### src/rtl/classifier_scheduler.sv
// Front-end sequencer for the digit classifier: assembles a byte-streamed image,
// pulses the classifier start, watches for completion or timeout, returns the digit.
module classifier_scheduler #(
  parameter int IMG_BITS       = 196,
  parameter int TIMEOUT_CYCLES = 512,
  parameter int TO_W           = 10
) (
  input  logic                clk,
  input  logic                rst_n,
  input  logic [7:0]          byte_in,
  input  logic                byte_valid,
  output logic                byte_ready,
  output logic                cls_start,
  output logic [IMG_BITS-1:0] cls_image,
  input  logic [3:0]          cls_digit,
  input  logic                cls_valid,
  output logic [3:0]          res_digit,
  output logic                res_timeout,
  output logic                res_valid,
  input  logic                res_ready,
  output logic                busy
);

  localparam int NUM_BYTES = (IMG_BITS + 7) / 8;
  localparam int IDX_W     = $clog2(NUM_BYTES);

  typedef enum logic [1:0] {S_LOAD, S_START, S_RUN, S_RESULT} state_e;

  state_e              state_q, state_d;
  logic [IDX_W-1:0]    idx_q, idx_d;
  logic [IMG_BITS-1:0] img_q, img_d;
  logic [TO_W-1:0]     to_cnt_q, to_cnt_d;
  logic                cls_valid_q;
  logic [3:0]          res_digit_q, res_digit_d;
  logic                res_timeout_q, res_timeout_d;
  logic                res_valid_q, res_valid_d;

  logic completion;
  logic timeout_hit;

  // Only a fresh rising edge counts; a level left over from the last inference does not.
  assign completion  = cls_valid & ~cls_valid_q;
  assign timeout_hit = (to_cnt_q + TO_W'(1)) == TO_W'(TIMEOUT_CYCLES - 1);

  // NOTE: the image register is an ordinary flop bank, so it is cleared in reset
  // like every other register; a half-loaded image must not survive a reset.
  always_ff @(posedge clk) begin
    if (!rst_n) begin
      state_q       <= S_LOAD;
      idx_q         <= '0;
      img_q         <= '0;
      to_cnt_q      <= '0;
      cls_valid_q   <= 1'b0;
      res_digit_q   <= 4'h0;
      res_timeout_q <= 1'b0;
      res_valid_q   <= 1'b0;
    end else begin
      state_q       <= state_d;
      idx_q         <= idx_d;
      img_q         <= img_d;
      to_cnt_q      <= to_cnt_d;
      cls_valid_q   <= cls_valid;
      res_digit_q   <= res_digit_d;
      res_timeout_q <= res_timeout_d;
      res_valid_q   <= res_valid_d;
    end
  end

  // NOTE: every variable gets its hold value first, so no path through the case
  // leaves one unassigned and no latch is inferred.
  always_comb begin
    state_d       = state_q;
    idx_d         = idx_q;
    img_d         = img_q;
    to_cnt_d      = to_cnt_q;
    res_digit_d   = res_digit_q;
    res_timeout_d = res_timeout_q;
    res_valid_d   = res_valid_q;

    case (state_q)
      S_LOAD: begin
        if (byte_valid) begin
          // Bits past IMG_BITS in the final byte simply have no destination.
          for (int i = 0; i < IMG_BITS; i++) begin
            if (idx_q == IDX_W'(i / 8)) img_d[i] = byte_in[i % 8];
          end
          if (idx_q == IDX_W'(NUM_BYTES - 1)) begin
            idx_d   = '0;
            state_d = S_START;
          end else begin
            idx_d = idx_q + IDX_W'(1);
          end
        end
      end
      S_START: begin
        to_cnt_d = '0;
        state_d  = S_RUN;
      end
      S_RUN: begin
        to_cnt_d = to_cnt_q + TO_W'(1);
        if (completion) begin
          res_digit_d   = cls_digit;
          res_timeout_d = 1'b0;
          res_valid_d   = 1'b1;
          state_d       = S_RESULT;
        end else if (timeout_hit) begin
          res_digit_d   = 4'hF;
          res_timeout_d = 1'b1;
          res_valid_d   = 1'b1;
          state_d       = S_RESULT;
        end
      end
      S_RESULT: begin
        if (res_ready) begin
          res_valid_d = 1'b0;
          state_d     = S_LOAD;
        end
      end
      default: state_d = S_LOAD;
    endcase
  end

  assign byte_ready  = (state_q == S_LOAD);
  assign cls_start   = (state_q == S_START);
  assign busy        = (state_q != S_LOAD);
  assign cls_image   = img_q;
  assign res_digit   = res_digit_q;
  assign res_timeout = res_timeout_q;
  assign res_valid   = res_valid_q;

endmodule

### config.mk
export PLATFORM = sky130hd
export DESIGN_NAME = classifier_scheduler
export DESIGN_NICKNAME = d
export VERILOG_FILES = /design/src/rtl/classifier_scheduler.sv
export SDC_FILE = /design/constraint.sdc
export NUM_CORES = 1
export LEC_CHECK = 0
export ABC_AREA = 1
export BUFFER_PORTS_ARGS = -buffer_cell sky130_fd_sc_hd__buf_2
export CELL_PAD_IN_SITES_DETAIL_PLACEMENT = 0
export CELL_PAD_IN_SITES_GLOBAL_PLACEMENT = 1
export CORE_ASPECT_RATIO = 1.4
export CORE_MARGIN = 2
export CORE_UTILIZATION = 34
export DETAILED_ROUTE_END_ITERATION = 8
export PLACE_DENSITY = 0.78
export SYNTH_ARGS = -nofsm -noshare
export SYNTH_HDL_FRONTEND = slang
export SYNTH_SLANG_ARGS = --single-unit
### constraint.sdc
create_clock -name clk -period 1.6 [get_ports clk]
set_input_delay 0.48 -clock clk [delete_from_list [all_inputs] [get_ports clk]]
set_output_delay 0.48 -clock clk [all_outputs]
set_load 0.01 [all_outputs]
## After elaboration in Yosys (flattened, before gate mapping)

Index checks and enable logic that the tools add are counted.

- Flip-flop bits (word level): 220
- Input bits: 17
- Output and inout port bits: 205
- Logic and storage cells: 118

- $add $sub $neg: 2
- Equality and inequality tests: 32
- Multiplexer cells: 15
- Bitwise gates (word level): 2
- Reduce and logical (&&, ||, !) cells: 35

Operator list:

| operator | number |
|---|---|
| AND reduction 3 bit | 26 |
| equality test 5 bit, second input constant | 9 |
| equality test 5 x 4 -> 1 bit, second input constant | 8 |
| equality test 5 x 3 -> 1 bit, second input constant | 4 |
| one-hot mux 10 bit (2 select lines) | 1 |
| adder 10 x 1 -> 10 bit, second input constant | 1 |
| equality test 10 x 9 -> 1 bit, second input constant | 1 |
| equality test 5 x 2 -> 1 bit, second input constant | 2 |
| two-way mux 2 bit | 5 |
| two-way mux 4 bit | 2 |
| one-hot mux 2 bit (4 select lines) | 1 |
| nonzero test 2 bit | 4 |
| adder 5 x 1 -> 5 bit, second input constant | 1 |
| equality test 5 x 1 -> 1 bit, second input constant | 1 |
| logical NOT 5 bit | 1 |
| two-way mux 5 bit | 1 |
| equality test 2 bit, second input constant | 2 |
| two-way mux 1 bit | 4 |
| inequality test 2 bit, second input constant | 2 |
| AND reduction 2 bit | 2 |
| AND reduction 4 bit | 1 |
| inequality test 3 bit, second input constant | 1 |
| equality test 2 x 1 -> 1 bit, second input constant | 1 |
| logical NOT 2 bit | 1 |
| 4 further kinds | 4 |

## Logic depth before layout (Yosys ltp)

- Depth after elaboration: 5
- Depth in mapped cells: 13
- Mapped depth without buffers: 13

## Least setup slack after synthesis

Ideal clock, no wire load.

- Kind: reg-to-reg
- Start: register state_q[0]
- End: register img_q[32] (netlist: cls_image[32])
- Library setup time: 0.116 ns
- Arrival: 1.603 ns
- Required time: 1.484 ns
- Slack: -0.119 ns
- Cell stages (with the launch flop): 10
- Path buffers: 0
- Clock period less this slack: 1.719 ns
- Cell sequence: dfxtp_1 inv_1 ha_1 nand2_2 nor2_4 nand2_1 nor2_1 inv_1 nor2_1 nor2_1

- Longest elaborated chain between the ends: 2

RTL lines:

| item | RTL line | text |
|---|---|---|
| from (decl) | 29 | `state_e state_q, state_d;` |
| from (signal assigned) | 58 | `state_q <= state_d;` |
| logical NOT 2 bit | n/a |  |
| net byte_ready | 12 | `output logic byte_ready,` |
| AND reduction 3 bit (no line) | n/a |  |
| to (signal assigned) | 60 | `img_q <= img_d;` |
| to (decl) | 31 | `logic [IMG_BITS-1:0] img_q, img_d;` |

The timed path passes the listed nets, and every way through them passes these cells.
A chain may end at the register's enable or synchronous reset.

## Final worst setup path

- Start: register state_q[1]
- End: output busy

- Longest elaborated chain between the ends: 1

RTL lines:

| item | RTL line | text |
|---|---|---|
| nonzero test 2 bit | 125 | `assign busy = (state_q != S_LOAD);` |
| to (decl) | 21 | `output logic busy` |

Every way passes these cells.

==> results.toml <==
[outcome]
outcome = "finished, violations left"
violations = "negative setup slack"

[clock_tree]
cts_tree = "done"
clk_latency_ns = 0.52
numCtsBuffers = 23
clock_sinks = 220
clock_path_buffers = 3
htreeDepth = 1
clkTransAtPathRegs_ns = 0.06
ctsRootBufferMaster = "clkbuf_16"

[worst_setup_path]
max_stage_delay_ns = 0.35
crit_type = "register to primary output"
critPathBufInv = 4
crit_required_ns = 1.12
path_max_fanout = 3
endpoint_kind = "primary output"
startpoint_type = "register"
arrival_ns = 1.33
critPathSlowestCell = "dfxtp_2"
crit_family = "flip-flops"
path_cells = "inv_2 -> ha_4 -> buf_6 -> inv_2 -> buf_6"

[floorplan]
io_pins = 222
die_area_um2 = 25600
core_um2 = 23900
die_y_um = 188
fp-row-count = 67
die-width_um = 136
initial_core_util_pct = 34.5

[grt]
grt_max_degree = 54
grt_antenna_before_repair = 0
grt_overflow_total = 0
track_usage_pct = 20.9
grt_pass1_wl_mm = 42.4
grt_pass1_vias = 7746

[cells_and_area]
syn_to_final_growth_pct = 45.9
fin_util_pct = 50.4
multi_input_area_um2 = 4020
seqCellArea_um2 = 4430
final_common_cell = "nor2_1"
n_antenna_cell = 0
final_area_um2 = 12000
nFillCells = 2326
drive_gt1_share_pct = 38.0
final_cell_mix = "nor2_1, buf_2, dfxtp_1"
nets = 1421

[timing]
grt_setup_unrepaired = "yes"
hold_violations = 0
clock.fmax_mhz = 552
period_share_pct = 113
final.setup.tns_ns = -14.06
fin_worst_skew_ns = 0.0178
period_minus_slack_ns = 1.81
finalSetupViolCount = 177
drv_slew = 0
slew_headroom_pct = 74.0
worst_slew_pin_slew_ns = 0.390
worst_slack_ns = -0.213

[detailed_routing]
drt-total-wl_mm = 27.9
drt-vias-per-instance = 4.71
first_pass_iters = 5
drtAntennaViolNets = 0
routedWlPerCell_um = 16.2
vias = 8104
drc = 0
drt_iter0_markers = 516

[synthesis]
netlist_area_um2 = 8250
yosysWarnings = 0
synth-seq-cells = 220
syn_area_per_cell_um2 = 7.50
async_reset_ff_share_pct = 0
syn_inst = 1100
synth_flop_cell = "dfxtp_1"
synth_edf_count = 0
synth_cell_types = 25
syn_nets = 1128
ys_seq_area_share_pct = 53.4

[min_path]
min_path_type = "input port to register"

[placed_design]
gp_congestion = 0.812
post-dp-hpwl_mm = 18.1
dpl_cell_area_um2 = 10300
pre_cts_ws_ns = -0.166
portBuffers = 221

[power]
power_density_nw_per_um2 = 1110
power.total_mw = 13.4
power_leakage_nw = 5.54
peakVddDrop_uv = 697

[job]
maxCapViolCount = 0
## where the power goes
part | switching (mW) | internal [mW] | total (mW) | leakage (nW)
combinational | 1.26 | 0.817 | 2.08 | 3.37
sequential | 0.124 | 5.68 | 5.81 | 1.78
clock | 2.22 | 3.30 | 5.52 | 0.387
## metal layers
layer	part of all wire [%]	vias up	track usage, %
li1	-	4103	-
met1	40	3732	24.8
met2	52	224	37.4
met5	0	-	0
met4	2.7	0	7.01
met3	5.5	45	3.74
## worst reg2reg max path, cell delays in order, from the launching register on
cell and delay, ns:
dfxtp_2 0.34, inv_2 0.07, ha_4 0.13, buf_4 0.11, nand2_4 0.06, nor2_4 0.15, buf_12 0.15, buf_12 0.10
nand2_8 0.07, nor2_4 0.15, buf_6 0.16, o21ai_2 0.06, nor2_1 0.10
## per-stage QoR
step                      hold WS [ns]  instances
after global placement           0.436       1658
after global routing             0.169       1720
after detailed placement         0.435       1658
after floorplan                  0.459       1100
after CTS                        0.139       1712
final                            0.155       1720
## final timing paths
path / from / to / slack [ns] / depth (start not counted)
hold / removal: cls_valid / cls_valid_q / 0.16 / 3
setup reg to reg: state_q[1] / cls_image[72] / -0.14 / 12
hold reg to reg: res_valid / res_valid / 0.45 / 2
setup / recovery: state_q[1] / busy / -0.21 / 5
## kinds of logic (layout without fill, tap and decap cells)
kind of cell | after synthesis | count (layout) | synth area share, %
xor gates and xnor gates | 1 | 1 | 0.106
AOI/OAI and AO/OA | 224 | 224 | 13.7
and+or+nand+nor | 527 | 527 | 25.8
buffers and inverters | 117 | 427 | 5.34
adders and majority gates | 11 | 11 | 1.67
DFF | 220 | 220 | 53.4
## final cells by class
class                   count  share of cell area, %
flip-flops and latches    220                   36.8
multi-input cells         763                   33.4
repair buffers            315                   17.7
clock buffers              33                   5.67
well taps                 310                   3.22
inverters                  70                   2.40
clock inverters             9                  0.894
## state kept, by name, summed over array words and instances, names as in the netlist
name and cells:
cls_image 196, cls_valid_q 1, idx_q 5, res_digit 4, res_timeout 1, res_valid 1, state_q 2, to_cnt_q 10
## Yosys cell counts (all sizes together), types with 4 or more instances
| library cell | n | area (um^2) |
|---|---|---|
| clkbuf | 43 | 161 |
| inv | 70 | 263 |
| nor3 | 4 | 53.8 |
| dfxtp | 220 | 4400 |
| a21oi | 25 | 125 |
| nor2 | 428 | 1660 |
| nand2 | 64 | 250 |
| o21ai | 193 | 966 |
| nand3 | 29 | 155 |
| ha | 11 | 138 |
| buf | 4 | 16.3 |
## timing repair
item,CTS,global route
pin swaps,20,138
setup buffers,12,8
hold buffers,0,0
gates cloned,0,1
resized for setup,87,265
endpoints found under the setup margin,101,217
No activity file was read; power rests on OpenSTA's default activity.
